**config.mk**
```make
export PLATFORM = sky130hd
export DESIGN_NAME = clk_period_monitor
export DESIGN_NICKNAME = d
export VERILOG_FILES = /design/src/rtl/clk_period_monitor.sv
export SDC_FILE = /design/constraint.sdc
export NUM_CORES = 1
export LEC_CHECK = 0
export CORE_ASPECT_RATIO = 0.9
export CORE_MARGIN = 2
export CORE_UTILIZATION = 57
export DETAILED_ROUTE_END_ITERATION = 6
export GPL_ROUTABILITY_DRIVEN = 0
export GPL_TIMING_DRIVEN = 0
export PLACE_DENSITY = 0.8
export SETUP_SLACK_MARGIN = 0.3
export SYNTH_ARGS = -nofsm -noshare
export SYNTH_HDL_FRONTEND = slang
export SYNTH_SLANG_ARGS = --single-unit
```
**constraint.sdc**
```tcl
create_clock -name i_clk -period 4 [get_ports i_clk]
set_clock_uncertainty 0.05 [all_clocks]
set_input_delay 0.8 -clock i_clk [delete_from_list [all_inputs] [get_ports i_clk]]
set_output_delay 0.8 -clock i_clk [all_outputs]
set_load 0.02 [all_outputs]
```
**src/rtl/clk_period_monitor.sv**
```systemverilog
// Half-period monitor for divider-generated slow clocks: reports lock, stall and error count.
// Optional macro CLK_MON_ERRCNT_EN enables the out-of-tolerance counter on o_errCnt.
module clk_period_monitor #(
    parameter int SYNC_STAGES = 2,
    parameter int CNT_W       = 20,
    parameter int EXP_HALF    = 50000,
    parameter int TOL         = 16,
    parameter int LOCK_COUNT  = 4,
    parameter int TIMEOUT     = 200000
) (
    input  logic             i_clk,
    input  logic             i_rst_n,
    input  logic             i_ce,
    input  logic             i_clr,
    input  logic             i_divClk,
    output logic [CNT_W-1:0] o_halfPeriod,
    output logic             o_valid,
    output logic             o_lock,
    output logic             o_stall,
    output logic [7:0]       o_errCnt
);

    // state   | meaning
    // IDLE    | monitor disabled, counter held at zero
    // ARM     | waiting for the first edge; counts only for the stall timeout
    // MEASURE | counting cycles between edges, each edge yields a measurement
    typedef enum logic [1:0] {
        IDLE    = 2'd0,
        ARM     = 2'd1,
        MEASURE = 2'd2
    } state_t;

    localparam int                     RUN_W       = $clog2(LOCK_COUNT + 1);
    localparam logic [CNT_W-1:0]       CNT_MAX     = '1;
    localparam logic [CNT_W-1:0]       CNT_TIMEOUT = CNT_W'(TIMEOUT);
    localparam logic signed [CNT_W:0]  EXP_S       = (CNT_W + 1)'(EXP_HALF);
    localparam logic [CNT_W:0]         TOL_U       = (CNT_W + 1)'(TOL);
    localparam logic [RUN_W-1:0]       RUN_MAX     = RUN_W'(LOCK_COUNT);

    state_t                 state;
    state_t                 state_nxt;
    logic [SYNC_STAGES-1:0] sync_q;
    logic                   hist_q;
    logic                   div_edge;
    logic                   edge_q;
    logic [CNT_W-1:0]       cnt;
    logic [RUN_W-1:0]       run;
    logic signed [CNT_W:0]  diff;
    logic [CNT_W:0]         diff_abs;
    logic                   in_tol;
    logic                   cnt_clr;
    logic                   cnt_load;
    logic                   cnt_inc;
    logic                   meas;
    logic                   stall_set;
    logic                   run_clr;

    always_ff @(posedge i_clk) begin
        if (!i_rst_n) begin
            sync_q <= '0;
            hist_q <= 1'b0;
            edge_q <= 1'b0;
        end else begin
            sync_q <= {sync_q[SYNC_STAGES-2:0], i_divClk};
            hist_q <= sync_q[SYNC_STAGES-1];
            edge_q <= div_edge;
        end
    end

    // Both polarities count: each toggle of the divider ends a half-period.
    assign div_edge = sync_q[SYNC_STAGES-1] ^ hist_q;

    assign diff     = $signed({1'b0, cnt}) - EXP_S;
    assign diff_abs = diff[CNT_W] ? $unsigned(-diff) : $unsigned(diff);
    assign in_tol   = (diff_abs <= TOL_U);

    always_ff @(posedge i_clk) begin
        if (!i_rst_n) begin
            state <= IDLE;
        end else begin
            state <= state_nxt;
        end
    end

    always_comb begin
        state_nxt = state;
        if (!i_ce) begin
            state_nxt = IDLE;
        end else begin
            case (state)
                IDLE:    state_nxt = ARM;
                ARM:     if (edge_q) state_nxt = MEASURE;
                MEASURE: if (!edge_q && cnt == CNT_TIMEOUT) state_nxt = ARM;
                default: state_nxt = IDLE;
            endcase
        end
    end

    // An edge in the timeout cycle takes priority over the stall.
    always_comb begin
        cnt_clr   = 1'b0;
        cnt_load  = 1'b0;
        cnt_inc   = 1'b0;
        meas      = 1'b0;
        stall_set = 1'b0;
        if (!i_ce) begin
            cnt_clr = 1'b1;
        end else begin
            case (state)
                ARM, MEASURE: begin
                    if (edge_q) begin
                        cnt_load = 1'b1;
                        meas     = (state == MEASURE);
                    end else if (cnt == CNT_TIMEOUT) begin
                        stall_set = 1'b1;
                        cnt_clr   = 1'b1;
                    end else begin
                        cnt_inc = 1'b1;
                    end
                end
                default: cnt_clr = 1'b1;
            endcase
        end
        run_clr = !i_ce || stall_set;
    end

    always_ff @(posedge i_clk) begin
        if (!i_rst_n) begin
            cnt          <= '0;
            run          <= '0;
            o_halfPeriod <= '0;
            o_valid      <= 1'b0;
            o_lock       <= 1'b0;
            o_stall      <= 1'b0;
        end else begin
            if (cnt_clr) begin
                cnt <= '0;
            end else if (cnt_load) begin
                cnt <= CNT_W'(1);
            end else if (cnt_inc && cnt != CNT_MAX) begin
                cnt <= cnt + CNT_W'(1);
            end

            o_valid <= meas;
            if (meas) begin
                o_halfPeriod <= cnt;
            end

            if (run_clr) begin
                run    <= '0;
                o_lock <= 1'b0;
            end else if (meas) begin
                if (in_tol) begin
                    if (run < RUN_MAX) begin
                        run <= run + RUN_W'(1);
                    end
                    if (run >= RUN_MAX - RUN_W'(1)) begin
                        o_lock <= 1'b1;
                    end
                end else begin
                    run    <= '0;
                    o_lock <= 1'b0;
                end
            end

            if (i_clr) begin
                o_stall <= 1'b0;
            end else if (stall_set) begin
                o_stall <= 1'b1;
            end
        end
    end

`ifdef CLK_MON_ERRCNT_EN
    logic [7:0] err_cnt;

    always_ff @(posedge i_clk) begin
        if (!i_rst_n) begin
            err_cnt <= 8'd0;
        end else if (i_clr) begin
            err_cnt <= 8'd0;
        end else if (meas && !in_tol && !run_clr && err_cnt != 8'hFF) begin
            err_cnt <= err_cnt + 8'd1;
        end
    end

    assign o_errCnt = err_cnt;
`else
    assign o_errCnt = 8'd0;
`endif

endmodule

```
# After elaboration in Yosys (flattened, before gate mapping)
# Cells that the tools add are included.
# word_totals
ff_bits	52
latch_bits	0
ram_bits	0
romBits	0
input_bits	5
out_inout_bits	31
word_cells	70
memories	0
# classes
n_addsub	4
n_mul	0
div_mod_pow	0
order_cmp	3
eq_ne	8
shifts	0
mux	26
n_bitwise	2
reduce_logical	16
# ops
cell	n
21-bit by 5-bit <= comparator with 1-bit output (second input constant)	1
21-bit 2-to-1 mux	1
21-bit negation	1
20-bit by 16-bit subtractor with 21-bit output (second input constant)	1
20-bit by 1-bit adder with 20-bit output (second input constant)	1
20-bit by 18-bit equality test with 1-bit output (second input constant)	1
1-bit 2-to-1 mux	20
20-bit != test (second input constant)	1
2-bit AND reduction	4
2-bit OR reduction	4
3-bit 2-to-1 mux	2
2-bit case mux with 3 select lines	1
2-bit 2-to-1 mux	2
2-bit by 1-bit != test with 1-bit output (second input constant)	2
2-bit != test (second input constant)	2
3-bit by 1-bit adder with 3-bit output (second input constant)	1
3-bit by 2-bit greater-or-equal comparator with 1-bit output (second input constant)	1
3-bit less-than comparator (second input constant)	1
3-bit OR reduction	1
2-bit by 1-bit equality test with 1-bit output (second input constant)	1
2-bit equality test (second input constant)	1
1-bit logical AND	2
1-bit zero test	2
2-bit zero test	1
4 further kinds	4

# Longest topological paths before layout
# logic_depth
depth_word	8
ltp_mapped	14
ltp_nobuf	11

# Worst setup path before layout
# OpenSTA, ideal clock, no wires.
# synth_timing
path_type	register -> register
startpoint	register cnt[4]
endpoint	register run[0]
setup_time_ps	74
arrival_ps	2948
t_required_ps	3876
setup_slack_ps	928
path_stages_with_launch	15
n_path_buf	3
synth_period_minus_slack_ps	3072
path_cell_list	dfxtp_1 -> clkbuf_1 -> inv_1 -> ha_1 -> buf_2 -> nand2b_1 -> a211oi_1 -> or3_1 -> buf_2 -> nor2_1 -> mux2_2 -> a2111oi_4 -> and4_1 -> a32oi_1 -> o21ai_0
# synth_via
elab_chain_cells	7
elab_cells_between_ends	14
# synth_rtl
item	line	source
from (decl)	46	logic [CNT_W-1:0] cnt;
from (signal assigned)	141	cnt <= cnt + CNT_W'(1);
branches (longest 7 deep; another with 20-bit by 16-bit subtractor with 21-bit output)	n/a	
to (signal assigned)	155	run <= run + RUN_W'(1);
to (decl)	47	logic [RUN_W-1:0] run;
# Several ways; the timed one is not identified.
# A chain may end at the register's enable or synchronous reset.

# Final worst setup path
# layout_timing
startpoint	register cnt[4]
endpoint	register cnt[15]
# layout_via
elab_chain_cells	6
elab_cells_between_ends	13
# layout_rtl
item	line	source
20-bit by 18-bit equality test with 1-bit output	114	end else if (cnt == CNT_TIMEOUT) begin
1-bit 2-to-1 mux	114	
1-bit 2-to-1 mux	111	if (edge_q) begin
1-bit 2-to-1 mux	109	case (state)
1-bit 2-to-1 mux	106	if (!i_ce) begin
3-bit OR reduction (no source line) / 1-bit logical AND (equally long branches)	n/a	
# Parallel ways exist; a longest one is shown, timed or not.

==> qor.txt <==
FF+latch count, synth - 52
placed instance area - 3710 um^2
Final Critical Period - 3.43 ns
area grow syn2layout - 16.2%
largest net degree at the start of global routing - 17
number of synthesized flops with an enable pin - 0
CTS sink cnt - 52
Worst VDD drop - 0.260 mV
final setup TNS - 0 ns
WP data required - 4.13 ns
Switch Pwr - 0.194 mW
switching share of power - 20.7%
YS warnings - 0
hold_sp - o_halfPeriod[5]
design area - 3870 um^2
number of remaining DRC errors - 0
gr usage total - 25.8%
Cells after Synth - 434
P_leak - 1.36 nW
vias - 3,221
Slew headroom - 60.8%
# IOs - 36
ys async rst share - 0%
first-pass GRT wire length - 13.8 mm
CP most frequent cell - nand3_1
# rows - 26
Post-Place Worst Slack - 0.367 ns
r2r startpoint - cnt[4]
CTS max path bufs - 2
critical path endpoint - cnt[15]
total power draw - 0.936 mW
Post-DP HPWL - 6.26 mm
combinational group share of total power - 4.3%
Final Hold Fails - 0
reg-to-reg endpoint - cnt[15]
Avg Inst Size Synth - 7.67 um^2
Critical Path Start - cnt[4]
worst-skew pair later-pin latency - 0.30 ns
initial detailed-routing violation count - 228
Routed Antenna Nets - 0
I/O Buffers - 27
ant diodes - 0
Flop pwr share - 55.8%
R2R setup slack - 0.57 ns
starting density of the core - 58.8%
Crit. End Element - flop
WHS - 0.418 ns
Worst path max stage delay - 0.50 ns
register area share after synthesis - 31.3%
final setup fails - 0
Tcrit/Tclk final - 85.9%
H-tree depth - 2
Final WS setup - 0.566 ns
Critical Path AT - 3.57 ns
RSZ-0062 raised after global routing - no
MaxCap Viol Count - 0
Die X - 84.6 um
top achievable clock speed - 291 MHz
initial antenna violation count - 0
nets - 490
final wirelength - 8.22 mm
library cells used by synthesis - 58
Hold Buf Count CTS - 0
status - complete, no violations
core area - 5660 um^2
fin. max-slew vios - 0
layout cells sized above 1 - 8.61%
vias in the first global route - 3,076
GR Overflow Total - 0
critical path peak fanout - 10
Startpoint Class - flop
Mapped Area - 3330 um^2
Die Y - 76.5 um
pwr dens - 242 nW/um^2
DRT Pass-1 Iters - 4
die area - 6470 um^2
mean routed wirelength per cell - 15.1 um
Worst Max-Slew Pin Slew - 0.584 ns
Clk pin slew, worst setup/hold paths - 0.09 ns
type of the worst setup path - flop to flop
top_reg_cell synth - dfxtp_1
CP max stage cell - dfxtp_1
clock share of power - 39.9%
hold crit path type - flop to flop
critical-path cell list - clkbuf_2, inv_1, ha_1, buf_2, nand4b_1, nor4_1, nand3_1, nand3_1, nor4_1, and2_1, clkbuf_1, nand3_1, xor2_1, nor2_1
CTS root buf - clkbuf_8
Num CTS Buffers - 5
Int Pwr - 0.742 mW
CTS tree - built
Vias/cell - 5.90
R2R depth - 14
## power groups by stage
stage | clock (mW) | combinational [mW] | sequential, mW
detailed placement | 0 | 0.0398 | 0.534
floorplan | 0 | 0.0292 | 0.534
finish | 0.373 | 0.0403 | 0.522
CTS | 0.382 | 0.0400 | 0.522
global placement | 0 | 0.0389 | 0.534
global route | 0.402 | 0.0446 | 0.523
## cells in the mapped netlist, drive strengths merged, types with 2 or more instances
master | instances | area (um^2)
o22ai | 2 | 12.5
and2 | 10 | 62.6
nand4 | 5 | 31.3
ha | 10 | 125
o21ai | 19 | 95.1
dfxtp | 52 | 1040
inv | 15 | 56.3
nor3 | 13 | 70.1
xnor2 | 13 | 114
a32oi | 2 | 17.5
o21a | 2 | 15.0
or4 | 3 | 26.3
nor4 | 7 | 43.8
a211oi | 5 | 37.5
o31ai | 2 | 15.0
or3 | 10 | 62.6
xor2 | 16 | 140
nand3b | 3 | 22.5
and3 | 3 | 18.8
a31oi | 3 | 18.8
a21oi | 20 | 100
nand3 | 19 | 95.1
o32a | 2 | 20.0
o211ai | 3 | 22.5
and4 | 5 | 43.8
buf | 21 | 129
mux2i | 4 | 40.0
nand2 | 62 | 233
nor2 | 34 | 128
a21boi | 20 | 150
nand2b | 6 | 37.5
clkbuf | 18 | 67.6
nor2b | 3 | 18.8
nor3b | 4 | 30.0
## worst min path at each step
stage / to / cells after the start / slack (ns)
floorplan: sync_q[1] / 1 / 0.36
global placement: sync_q[1] / 1 / 0.37
detailed placement: sync_q[1] / 1 / 0.40
CTS: o_halfPeriod[5] / 2 / 0.42
global route: sync_q[1] / 1 / 0.44
finish: o_halfPeriod[5] / 2 / 0.42
## final cells by class
class	count	area, um^2
plain buffers	39	198
well taps	70	87.6
multi-input cells	335	2100
inverters	15	56.3
repair buffers	27	270
flip-flops and latches	52	1040
fillers	483	1790
clock buffers	6	82.6
clock inverters	2	38.8
## per-layer routing
| layer | share of wire [%] | up-vias | global-route usage [%] |
|---|---|---|---|
| li1 | - | 1579 | - |
| met1 | 45 | 1512 | 33.8 |
| met2 | 48 | 112 | 44.1 |
| met3 | 5.0 | 18 | 3.47 |
| met4 | 2.0 | 0 | 8.10 |
| met5 | 0 | - | 0 |
## cells by family (layout without fill, tap and decap cells)
family | count (synthesis) | count (layout) | share of synthesized area [%]
buf+inv | 54 | 89 | 7.59
mux | 5 | 5 | 1.54
other cells | 1 | 8 | 0.113
simple gates | 192 | 192 | 29.0
flops | 52 | 52 | 31.3
fa+ha+maj | 10 | 10 | 3.76
xor+xnor | 29 | 29 | 7.63
compound gates | 91 | 91 | 19.1
## worst max-delay path, delay by kind of cell (launching register included)
kind / cells / cell delay, ns
fa+ha+maj: 1 / 0.20
xor+xnor: 1 / 0.17
buf+inv: 4 / 0.85
simple gates: 8 / 1.53
flops: 1 / 0.50
## metrics by stage
stage,util [%],instances
2_1_floorplan,-,441
3_3_place_gp,65.6,538
3_5_place_dp,65.6,538
4_1_cts,67.8,546
5_1_grt,68.4,546
6_report,68.4,546
## flip-flops by register name, indices dropped and copies added (netlist names)
signal,flops
cnt,20
o_halfPeriod,20
run,3
state,2
sync_q,2
edge_q,1
hist_q,1
o_lock,1
o_stall,1
o_valid,1
## timing repair
action / 4_1_cts / 5_1_grt
setup buffers: 0 / 0
endpoints found under the setup margin: 0 / 8
gates resized for setup: 0 / 8
## layout by cell type (no fill, tap or decap), types with 4 or more instances in the layout
cell type	instances
nand2b_1	6
and2_1	10
dfxtp_1	52
nand3_1	19
xnor2_1	12
nor2_1	34
o21ai_0	18
or3_1	10
xor2_1	16
nand4_1	5
buf_4	8
clkbuf_1	17
and4_1	5
nor4_1	7
a21boi_0	20
inv_1	15
ha_1	10
clkbuf_8	6
conb_1	8
mux2i_1	4
nand2_1	62
nor3b_1	4
a21oi_1	20
clkdlybuf4s50_1	27
nor3_1	11
buf_2	10
No activity file was read; power rests on OpenSTA's default activity.
